File: src/rtl/instr_fetch.sv
// Instruction fetch unit: owns the PC, reads instruction memory over mem_rd/mem_ready,
// and presents instructions with a valid/ack handshake. Optional macro: IFETCH_BOUNDS_EN.
module instr_fetch #(
  parameter int ADDR_W      = 16,
  parameter int DATA_W      = 16,
  parameter int RESET_PC    = 0,
  parameter int MEM_TIMEOUT = 15,
  parameter int PC_LIMIT    = 16'hF000
) (
  input  logic              clock,
  input  logic              reset,
  input  logic              fetch_req,
  input  logic              instr_ack,
  input  logic              halt,
  input  logic              pc_load,
  input  logic [ADDR_W-1:0] pc_load_value,
  output logic [DATA_W-1:0] instruction,
  output logic              instr_valid,
  output logic [ADDR_W-1:0] instr_pc,
  output logic [ADDR_W-1:0] pc,
  output logic [ADDR_W-1:0] mem_addr,
  output logic              mem_rd,
  input  logic              mem_ready,
  input  logic [DATA_W-1:0] mem_rdata,
  output logic              fault,
  output logic [1:0]        fault_cause
);

  typedef enum logic [1:0] {S_IDLE, S_REQ, S_HOLD, S_FAULT} state_t;

  localparam logic [ADDR_W-1:0] PC_RST  = ADDR_W'(RESET_PC);
  localparam logic [7:0]        TIMEOUT = 8'(MEM_TIMEOUT);
  localparam logic [1:0]        CAUSE_TIMEOUT = 2'b01;
  localparam logic [1:0]        CAUSE_BOUNDS  = 2'b10;

  state_t            r_state;
  logic [7:0]        r_cnt;
  logic [ADDR_W-1:0] r_pc;
  logic [ADDR_W-1:0] r_mem_addr;
  logic              r_mem_rd;
  logic [DATA_W-1:0] r_instruction;
  logic              r_instr_valid;
  logic [ADDR_W-1:0] r_instr_pc;
  logic              r_fault;
  logic [1:0]        r_fault_cause;

  logic w_start;
  logic w_oob;

  assign w_start = fetch_req && !halt;

`ifdef IFETCH_BOUNDS_EN
  localparam logic [ADDR_W-1:0] LIMIT = ADDR_W'(PC_LIMIT);
  assign w_oob = (r_pc >= LIMIT);
`else
  assign w_oob = 1'b0;
`endif

  // NOTE: all state uses non-blocking assignments so every register samples pre-edge values.
  // The asynchronous reset also drops mem_rd at once, abandoning any read in flight.
  always_ff @(posedge clock or negedge reset) begin
    if (!reset) begin
      r_state       <= S_IDLE;
      r_cnt         <= '0;
      r_pc          <= PC_RST;
      r_mem_addr    <= PC_RST;
      r_mem_rd      <= 1'b0;
      r_instruction <= '0;
      r_instr_valid <= 1'b0;
      r_instr_pc    <= '0;
      r_fault       <= 1'b0;
      r_fault_cause <= 2'b00;
    end else begin
      if (pc_load) r_pc <= pc_load_value;

      case (r_state)
        S_IDLE: begin
          if (w_start) begin
            if (w_oob) begin
              r_fault       <= 1'b1;
              r_fault_cause <= CAUSE_BOUNDS;
              r_state       <= S_FAULT;
            end else begin
              r_mem_addr <= r_pc;
              r_mem_rd   <= 1'b1;
              r_cnt      <= '0;
              r_state    <= S_REQ;
            end
          end
        end

        S_REQ: begin
          if (mem_ready) begin
            r_instruction <= mem_rdata;
            r_instr_pc    <= r_mem_addr;
            r_instr_valid <= 1'b1;
            r_mem_rd      <= 1'b0;
            r_state       <= S_HOLD;
            // A branch landing on the same edge overrides the sequential increment.
            if (!pc_load) r_pc <= r_pc + ADDR_W'(1);
          end else begin
            r_cnt <= r_cnt + 8'd1;
            if (r_cnt + 8'd1 == TIMEOUT) begin
              r_mem_rd      <= 1'b0;
              r_fault       <= 1'b1;
              r_fault_cause <= CAUSE_TIMEOUT;
              r_state       <= S_FAULT;
            end
          end
        end

        S_HOLD: begin
          if (instr_ack) begin
            r_instr_valid <= 1'b0;
            r_state       <= S_IDLE;
          end
        end

        default: begin
          r_mem_rd      <= 1'b0;
          r_instr_valid <= 1'b0;
        end
      endcase
    end
  end

  assign instruction = r_instruction;
  assign instr_valid = r_instr_valid;
  assign instr_pc    = r_instr_pc;
  assign pc          = r_pc;
  assign mem_addr    = r_mem_addr;
  assign mem_rd      = r_mem_rd;
  assign fault       = r_fault;
  assign fault_cause = r_fault_cause;

endmodule
File: config.mk
export PLATFORM = sky130hd
export DESIGN_NAME = instr_fetch
export DESIGN_NICKNAME = d
export VERILOG_FILES = /design/src/rtl/instr_fetch.sv
export SDC_FILE = /design/constraint.sdc
export NUM_CORES = 1
export LEC_CHECK = 0
export CAP_MARGIN = 20
export CORE_ASPECT_RATIO = 0.7
export CORE_MARGIN = 2
export CORE_UTILIZATION = 30
export CTS_CLUSTER_SIZE = 8
export DETAILED_ROUTE_END_ITERATION = 12
export PLACE_DENSITY = 0.57
export SYNTH_ARGS = -nofsm -noshare
export SYNTH_HDL_FRONTEND = slang
export SYNTH_SLANG_ARGS = --single-unit
File: constraint.sdc
create_clock -name clock -period 2.8 [get_ports clock]
set_input_delay 0.56 -clock clock [delete_from_list [all_inputs] [get_ports clock]]
set_output_delay 0.56 -clock clock [all_outputs]
set_load 0.02 [all_outputs]
# Word-level counts from Yosys, hierarchy flattened

Index checks and enable logic that the tools add are counted.

Div/mod/pow operators: 0
Add/sub/neg operators: 2
$mul: 0
Multiplexer cells: 19
Reduce and logical (&&, ||, !) cells: 12
Bitwise gates (word level): 3
$lt $le $gt $ge: 0
Shifts and indexed selects: 0
Eq/ne operators: 8

Operators by type and width:

| cell                                                             | number |
|---|---|
| 16-bit 2-to-1 mux                                                | 4 |
| 16-bit by 1-bit adder with 16-bit output (second input constant) | 1 |
| 8-bit 2-to-1 mux                                                 | 2 |
| 8-bit case mux with 2 select lines                               | 1 |
| 3-bit AND reduction                                              | 4 |
| 8-bit by 1-bit adder with 8-bit output (second input constant)   | 1 |
| 8-bit by 4-bit == test with 1-bit output (second input constant) | 1 |
| 2-bit 2-to-1 mux                                                 | 4 |
| 2-bit inequality test (second input constant)                    | 4 |
| 1-bit case mux with 3 select lines                               | 2 |
| 2-bit case mux with 3 select lines                               | 1 |
| 1-bit 2-to-1 mux                                                 | 5 |
| 2-bit AND reduction                                              | 2 |
| 4-bit AND reduction                                              | 1 |
| 3-bit inequality test (second input constant)                    | 1 |
| 1-bit NOT                                                        | 3 |
| 3-bit nonzero test                                               | 1 |
| 2-bit by 1-bit == test with 1-bit output (second input constant) | 1 |
| 2-bit == test (second input constant)                            | 1 |
| 2-bit logical NOT                                                | 1 |
| 2-bit nonzero test                                               | 1 |
| 1-bit logical AND                                                | 1 |
| 1-bit logical NOT                                                | 1 |

ROM bits: 0
RAM bits: 0
Output and inout bits: 69
Memories kept: 0
Latch bits: 0
Register bits: 77
Bits of input ports: 39
Word-level logic and storage cells: 53

# Logic depth before layout (Yosys ltp)

Gate-level depths: netlist (run 1).

Depth in word-level cells: 5
Gate-level depth with buffers: 9
Depth with buffers taken out: 7

# Least setup slack after synthesis (run 1)

Ideal clock, no wire load.

Path kind: reg2reg
From: register r_state[1]
To: register r_instruction[10], in the netlist instruction[10]
Library setup time: 0.125 ns
Data arrival time: 1.534 ns
Slack: 1.142 ns
Path buffers: 3
Period minus slack after synthesis: 1.658 ns
Cell stages (with the launch flop): 8
Required time: 2.675 ns
Cells stage by stage: dfrtp_1 > inv_1 > ha_1 > buf_2 > and2_1 > buf_6 > buf_2 > mux2_2

Word-level cells in the longest chain between the ends: 2

Ends and longest elaborated chain:

| element                                  | line | source |
|---|---|---|
| start, declared                          | 36   | `state_t r_state;` |
| start signal, assigned                   | 63   | `r_state <= S_IDLE;` |
| start signal, assigned                   | 82   | `r_state <= S_FAULT;` |
| start signal, assigned                   | 87   | `r_state <= S_REQ;` |
| 2-bit by 1-bit == test with 1-bit output | 76   | `case (r_state)` |
| 2-bit AND reduction (no source line)     | -    |  |
| end signal, assigned                     | 94   | `r_instruction <= mem_rdata;` |
| end, declared                            | 41   | `logic [DATA_W-1:0] r_instruction;` |

Every way passes these cells.
A chain may end at the register's enable or synchronous reset.

# Worst setup path in the final report (run 1)

From: register r_state[0]
To: register r_mem_addr[4], in the netlist mem_addr[4]

Word-level cells in the longest chain between the ends: 2

Ends and longest elaborated chain:

| element                              | line | source |
|---|---|---|
| 2-bit logical NOT                    | 76   |  |
| 2-bit AND reduction (no source line) | -    |  |
| end signal, assigned                 | 84   | `r_mem_addr <= r_pc;` |
| end, declared                        | 39   | `logic [ADDR_W-1:0] r_mem_addr;` |

Every way passes these cells.

==> results.ini, run 1 <==
[yosys]
post_synth_main_area_contributors=sky130_fd_sc_hd__dfrtp_1 (54%), sky130_fd_sc_hd__mux2_2 (15%), sky130_fd_sc_hd__o21ai_0 (3.2%), sky130_fd_sc_hd__nand2_1 (3.2%), sky130_fd_sc_hd__xor2_1 (2.5%)
async_reset_ff_share_pct=100
synth_fa_ha_area_share_pct=2.11
synth-simple-area-share_pct=13.4
post_synth_edffs=0
ys_top_cells_by_count=sky130_fd_sc_hd__dfrtp_1 (77), sky130_fd_sc_hd__mux2_2 (46), sky130_fd_sc_hd__nand2_1 (30)
mappedNetlistArea_mm2=0.00356
synth_mux_area_share_pct=15.5
synth-seq-area-share_pct=54.1
syn_nets=342
main_combinational_cell_family_by_area_after_synthesis=multiplexers
synth_flop_cell=sky130_fd_sc_hd__dfrtp_1
yosysMostFrequentCell=sky130_fd_sc_hd__dfrtp_1
post_synthesis_compound_gate_area_fraction_pct=7.35
syn_area_per_cell_um2=12.0
synthesis.instances=297
synth_largest_area_cell=sky130_fd_sc_hd__dfrtp_1
synth_xor_area_share_pct=4.43
synth.lib_cells_used.distinct=44
ys_warn_count=0
synth_top_area_share_pct=54.1
ys_ff_latch=77

[die]
floorplan.die.height_um=95.1
core_area_mm2=0.0116
design.die.area_mm2=0.0128
io-pin-count=108
placement_rows=33
die_width_um=134
initial_utilization_pct=30.6

[setup_path]
crit_required_ps=3020
data_arrival_time_of_the_critical_path_ps=2340
worstSetupStartpointType=flop
timing_worst_setup_path_type=flop to flop
timing.critical_path.to_type=flop
critical_path.max_fanout=12

[clocking]
hold_buffers=0
tritoncts_clock_tree=done
path_clk_slew_ps=60
ctsLongestPathBuffers=2
cts.repair_timing.setup_buffer_count=0
numCtsBuffers=9
htree_num_levels=3
cts.root.buffer_cell=sky130_fd_sc_hd__clkbuf_16
clkLatencyLatePin_ps=340
cts-resized-gates=0
cts_sinks=77

[power_and_ir_drop]
power_frac_comb_pct=42.3
cellPowerDensity_mw_per_mm2=1040
p_leak_nw=2.10
cell_internal_pwr_w=0.00349
power.sequential.fraction_pct=34.0
vdd_ir_drop_max_mv=0.485
power.switching_fraction_pct=34.5
total_switching_power_w=0.00184
p_clk_share_pct=23.7

[layout]
layout-drive-gt1-share_pct=20.0
antenna-diode-count=0
synthToLayoutAreaGrowth_pct=44.0
utilization_pct=44.0
fin_nets=450

[timing]
max_slew.worst_pin.slew_ps=586
setup_viol=0
grt_setup_unrepaired=no
final.min_clock_period_ps=2120
count_of_endpoints_failing_hold_in_the_final_timing_report=0
fin_tns_setup_ps=0
timing.final.max_slew_violations=0
layout_worst_path_cycle_share_pct=75.8
max_clock_freq_mhz=471
fin_worst_skew_ps=7.79
slew_headroom_pct=60.7

[job]
max_cap_viol_count=0

[drt]
detail_route.wirelength_mm=8.55
num_vias=2638
post_drt_via_cell_ratio=4.65
firstDrtPassIters=4
drtAntennaViolNets=0
post-route-drc-count=0
routed_wire_length_per_instance_um=15.1
detailedRoute.firstIterationViolations=147

[grt]
grt_overflow_total=0
largest_net_degree_at_the_start_of_global_routing=78
first_global_vias=2550
number_of_antenna_violations_at_the_first_check_in_global_routing=0
grt.total_usage_pct=14.4
grt_pass1_wl_mm=13.8

[place]
gpl.final_weighted_congestion=0.752
numPortBuffers=106
place.detailed.hpwl_mm=6.12

[worst_hold_path]
min_path_type=primary input to asynchronous set/reset pin

[run_status]
outcome=completed

[power by group through the flow]
| stage | sequential (W) | combinational, W | clock (W) |
|---|---|---|---|
| 6_report | 0.00181 | 0.00226 | 0.00126 |
| 5_1_grt | 0.00188 | 0.00242 | 0.00135 |
| 4_1_cts | 0.00182 | 0.00228 | 0.00130 |
| 3_5_place_dp | 0.00183 | 0.00227 | 0 |
| 3_3_place_gp | 0.00183 | 0.00223 | 0 |
| 2_1_floorplan | 0.00224 | 0.000793 | 0 |
[registers in the layout (all words and copies together) (netlist names)]
register and flops:
fault_cause 1, r_cnt 8, instruction 16, r_state 2
mem_rd 1, pc 16, mem_addr 16, instr_valid 1
instr_pc 16
[final timing paths]
kind	from	end	slack [ps]	cells after the start
worst max register to register	r_state[0]	mem_addr[4]	680	5
worst min register to register	instr_pc[4]	instr_pc[4]	500	1
max in group asynchronous	reset	mem_addr[6]	2180	2
worst min-delay path	reset	r_state[1]	40	1
min in group clock	instr_pc[4]	instr_pc[4]	500	1
worst max-delay path	r_state[0]	mem_addr[4]	680	5
[cell type report]
class / instances / area (um^2)
clock buffers: 10 / 239
clock inverters: 6 / 86.3
fillers: 1088 / 6520
inverters: 5 / 18.8
multi-input cells: 201 / 1530
flip-flops and latches: 77 / 1930
well taps: 157 / 196
repair buffers: 111 / 1130
[layer usage]
layer | part of all wire [%] | GRT usage, %
met4 | 1.7 | 5.79
met5 | 0 | 0
met2 | 41 | 19.8
met1 | 50 | 20.2
met3 | 7.1 | 5.58
[metrics by stage]
stage / instances / setup WS, ps / hold slack [ps] / total power, W / cell area, um^2
6_report: 567 / 678 / 37.4 / 0.00533 / 5130
5_1_grt: 567 / 529 / 23.5 / 0.00564 / 5130
4_1_cts: 566 / 665 / 423 / 0.00540 / 5100
3_5_place_dp: 550 / 353 / 492 / 0.00410 / 4770
3_3_place_gp: 550 / 419 / 483 / 0.00406 / 4770
2_1_floorplan: 297 / 1140 / 264 / 0.00303 / 3560
[kinds of logic after synthesis]
logic type | Yosys count
xor gates and xnor gates | 18
buffers and inverters | 19
and+or+nand+nor | 82
other | 1
muxes | 49
adders and majority gates | 6
AOI/OAI and AO/OA | 45
DFF | 77
[layout by cell type, fill, tap and decap left out, types with 2 or more instances in the layout]
| cell | n |
|---|---|
| sky130_fd_sc_hd__a21oi_1 | 4 |
| sky130_fd_sc_hd__a31oi_1 | 2 |
| sky130_fd_sc_hd__and2_1 | 2 |
| sky130_fd_sc_hd__and3_2 | 2 |
| sky130_fd_sc_hd__and3_4 | 2 |
| sky130_fd_sc_hd__buf_4 | 4 |
| sky130_fd_sc_hd__bufinv_16 | 2 |
| sky130_fd_sc_hd__clkbuf_16 | 9 |
| sky130_fd_sc_hd__clkdlybuf4s50_1 | 105 |
| sky130_fd_sc_hd__clkinv_2 | 2 |
| sky130_fd_sc_hd__dfrtp_1 | 77 |
| sky130_fd_sc_hd__ha_1 | 6 |
| sky130_fd_sc_hd__inv_1 | 5 |
| sky130_fd_sc_hd__mux2_2 | 46 |
| sky130_fd_sc_hd__mux2i_1 | 2 |
| sky130_fd_sc_hd__nand2_1 | 30 |
| sky130_fd_sc_hd__nand2b_1 | 3 |
| sky130_fd_sc_hd__nand3_1 | 8 |
| sky130_fd_sc_hd__nand3b_1 | 2 |
| sky130_fd_sc_hd__nand4_1 | 5 |
| sky130_fd_sc_hd__nor2_1 | 10 |
| sky130_fd_sc_hd__nor2b_1 | 4 |
| sky130_fd_sc_hd__nor3_1 | 2 |
| sky130_fd_sc_hd__nor3_2 | 3 |
| sky130_fd_sc_hd__nor4_4 | 2 |
| sky130_fd_sc_hd__o21ai_0 | 23 |
| sky130_fd_sc_hd__o21ai_1 | 6 |
| sky130_fd_sc_hd__o31ai_1 | 3 |
| sky130_fd_sc_hd__xnor2_1 | 8 |
| sky130_fd_sc_hd__xor2_1 | 10 |
[critical path: stages (launching register included)]
cell,delay [ps]
sky130_fd_sc_hd__dfrtp_1,400
sky130_fd_sc_hd__inv_1,110
sky130_fd_sc_hd__ha_1,400
sky130_fd_sc_hd__nand3b_1,490
sky130_fd_sc_hd__buf_12,330
sky130_fd_sc_hd__mux2_2,270
No activity file was read; power rests on OpenSTA's default activity.
==> run 2: changes to the inputs <==
--- a/config.mk
+++ b/config.mk
@@ -11,7 +11,7 @@
 export CORE_UTILIZATION = 30
 export CTS_CLUSTER_SIZE = 8
 export DETAILED_ROUTE_END_ITERATION = 12
-export PLACE_DENSITY = 0.57
+export PLACE_DENSITY = 0.59
 export SYNTH_ARGS = -nofsm -noshare
 export SYNTH_HDL_FRONTEND = slang
 export SYNTH_SLANG_ARGS = --single-unit
==> constraint.sdc (replaced) <==
create_clock -name clock -period 1.82 [get_ports clock]
set_input_delay 0.364 -clock clock [delete_from_list [all_inputs] [get_ports clock]]
set_output_delay 0.364 -clock clock [all_outputs]
set_load 0.02 [all_outputs]
==> results.ini, run 2 (synthesis gave the netlist of run 1 again) <==
[run_status]
outcome=completed

[worst_hold_path]
min_path_type=primary input to asynchronous set/reset pin

[layout]
n_fill_cell=1104  ; +1.5%
leading_cell_types_in_the_layout_fill_and_taps_excluded=sky130_fd_sc_hd__clkdlybuf4s50_1 (96), sky130_fd_sc_hd__dfrtp_1 (76), sky130_fd_sc_hd__mux2_2 (46), sky130_fd_sc_hd__nand2_1 (30), sky130_fd_sc_hd__o21ai_0 (22)
fin_area_mm2=0.00529  ; +3.1%
antenna-diode-count=0  ; unchanged
fin_nets=467  ; +3.8%
layout-drive-gt1-share_pct=24.6  ; +4.6 points
utilization_pct=45.4  ; +1.4 points
layout_commonest_cell=sky130_fd_sc_hd__clkdlybuf4s50_1
synthToLayoutAreaGrowth_pct=48.5

[grt]
grt_pass1_wl_mm=14.3  ; +4.1%
grt_overflow_total=0  ; unchanged
largest_net_degree_at_the_start_of_global_routing=78  ; unchanged
grt.total_usage_pct=14.6  ; +0.20 points
number_of_antenna_violations_at_the_first_check_in_global_routing=0  ; unchanged
first_global_vias=2742  ; +7.5%

[setup_path]
critical_path.max_fanout=4  ; -8
worst_path_max_delay_cell=sky130_fd_sc_hd__clkdlybuf4s50_1
ff2ff_path_depth=6  ; +1
worst_path_largest_cell_delay_ps=640  ; +150 ps
timing.critical_path.to_type=output pin
worst-path-stages=1  ; -4
worstPathBufferInverterCount=1  ; -1
critical_path.reg2reg.startpoint=r_cnt[0]
timing_worst_setup_path_type=flop to output pin
crit_path_cell_trace=clkdlybuf4s50_1
critical-path-top-delay-family=buffers and inverters
crit_required_ps=1460  ; -1560 ps
setup.reg_to_reg.worst_slack_ps=130  ; -550 ps
worstSetupStartpointType=flop
setup.worst_path.start=pc[6]
data_arrival_time_of_the_critical_path_ps=1400  ; -940 ps

[place]
place.detailed.hpwl_mm=6.19  ; +1.1%
numPortBuffers=106  ; unchanged
placed_cell_area_mm2=0.00493  ; +3.4%
gpl.final_weighted_congestion=0.797  ; +6.1%

[job]
max_cap_viol_count=0  ; unchanged

[die]
placement_rows=33  ; unchanged
io-pin-count=108  ; unchanged
initial_utilization_pct=30.6  ; unchanged
design.die.area_mm2=0.0128  ; unchanged
core_area_mm2=0.0116  ; unchanged
floorplan.die.height_um=95.1  ; unchanged
die_width_um=134  ; unchanged

[timing]
slew_headroom_pct=62.6  ; +1.9 points
timing.final.max_slew_violations=0  ; unchanged
grt_setup_unrepaired=no
count_of_endpoints_failing_hold_in_the_final_timing_report=0  ; unchanged
max_clock_freq_mhz=568
fin_worst_skew_ps=6.89  ; -0.899 ps
setup_viol=0  ; unchanged
max_slew.worst_pin.slew_ps=558  ; -28.3 ps
final.min_clock_period_ps=1760
fin_tns_setup_ps=0  ; unchanged
layout_worst_path_cycle_share_pct=96.8
fin_worst_hold_slack_ps=49.1  ; +11.7 ps

[power_and_ir_drop]
power.switching_fraction_pct=34.6  ; +0.094 points
p_clk_share_pct=22.7  ; -1.0 points
power_frac_comb_pct=44.1  ; +1.8 points
vdd_ir_drop_max_mv=0.849  ; +75%
cell_internal_pwr_w=0.00543  ; +56%
cellPowerDensity_mw_per_mm2=1570  ; +51%
p_leak_nw=2.26  ; +7.4%
total_switching_power_w=0.00288  ; +56%
power.sequential.fraction_pct=33.1  ; -0.9 points

[clocking]
htree_num_levels=3  ; unchanged
path_clk_slew_ps=60  ; about the same
clkLatencyLatePin_ps=340  ; about the same
cts_sinks=77  ; unchanged
ctsLongestPathBuffers=2  ; unchanged
cts.root.buffer_cell=sky130_fd_sc_hd__clkbuf_16
tritoncts_clock_tree=done
numCtsBuffers=9  ; unchanged

[drt]
detailedRoute.firstIterationViolations=145  ; -1.4%
firstDrtPassIters=4  ; unchanged
post_drt_via_cell_ratio=4.59  ; -1.3%
post-route-drc-count=0  ; unchanged
num_vias=2682  ; +1.7%
detail_route.wirelength_mm=8.63  ; +0.91%
drtAntennaViolNets=0  ; unchanged
routed_wire_length_per_instance_um=14.8  ; -2.0%

run 2: power groups by stage:
| stage | Combinational (W) | Clock (W) | Sequential [W] |
|---|---|---|---|
| floorplan | 0.00122 | 0 | 0.00345 |
| global placement | 0.00365 | 0 | 0.00276 |
| detailed placement | 0.00366 | 0 | 0.00279 |
| CTS | 0.00368 | 0.00194 | 0.00277 |
| global route | 0.00393 | 0.00202 | 0.00285 |
| finish | 0.00367 | 0.00189 | 0.00275 |
run 2: through the flow:
step | std cells | power, W | setup slack (ps)
CTS | 584 | 0.00838 | 5.03
detailed placement | 568 | 0.00645 | -106
floorplan | 297 | 0.00467 | 162
finish | 584 | 0.00831 | 58.2
global placement | 568 | 0.00641 | -92.9
global route | 584 | 0.00880 | 4.26
run 2: final timing paths:
kind,to
setup / recovery,pc[6]
hold / removal,r_cnt[7]
setup reg to reg,mem_rd
hold reg to reg,instruction[3]
max in group asynchronous,pc[3]
min in group clock,instruction[3]
run 2: area by class of cell:
class	instances	area [um^2]	area share [%]
clock buffers	11	253	4.78
repair buffers	128	1270	24.1
flip-flops and latches	77	1930	36.5
clock inverters	5	66.3	1.25
well taps	157	196	3.72
multi-input cells	201	1550	29.3
inverters	5	18.8	0.355
run 2: repair_timing:
item / CTS / global route
buffers inserted: 0 / 0
resized for setup: 4 / 13
endpoints found under the setup margin: 4 / 53
hold buffers: 0 / 0
run 2: layer usage:
metal / track usage (%) / up-vias / wire length, um
met5: 0 / - / 0
met2: 20.3 / 87 / 3490
met1: 20.7 / 1294 / 4340
met4: 4.21 / 0 / 87
li1: - / 1293 / -
met3: 6.01 / 8 / 708
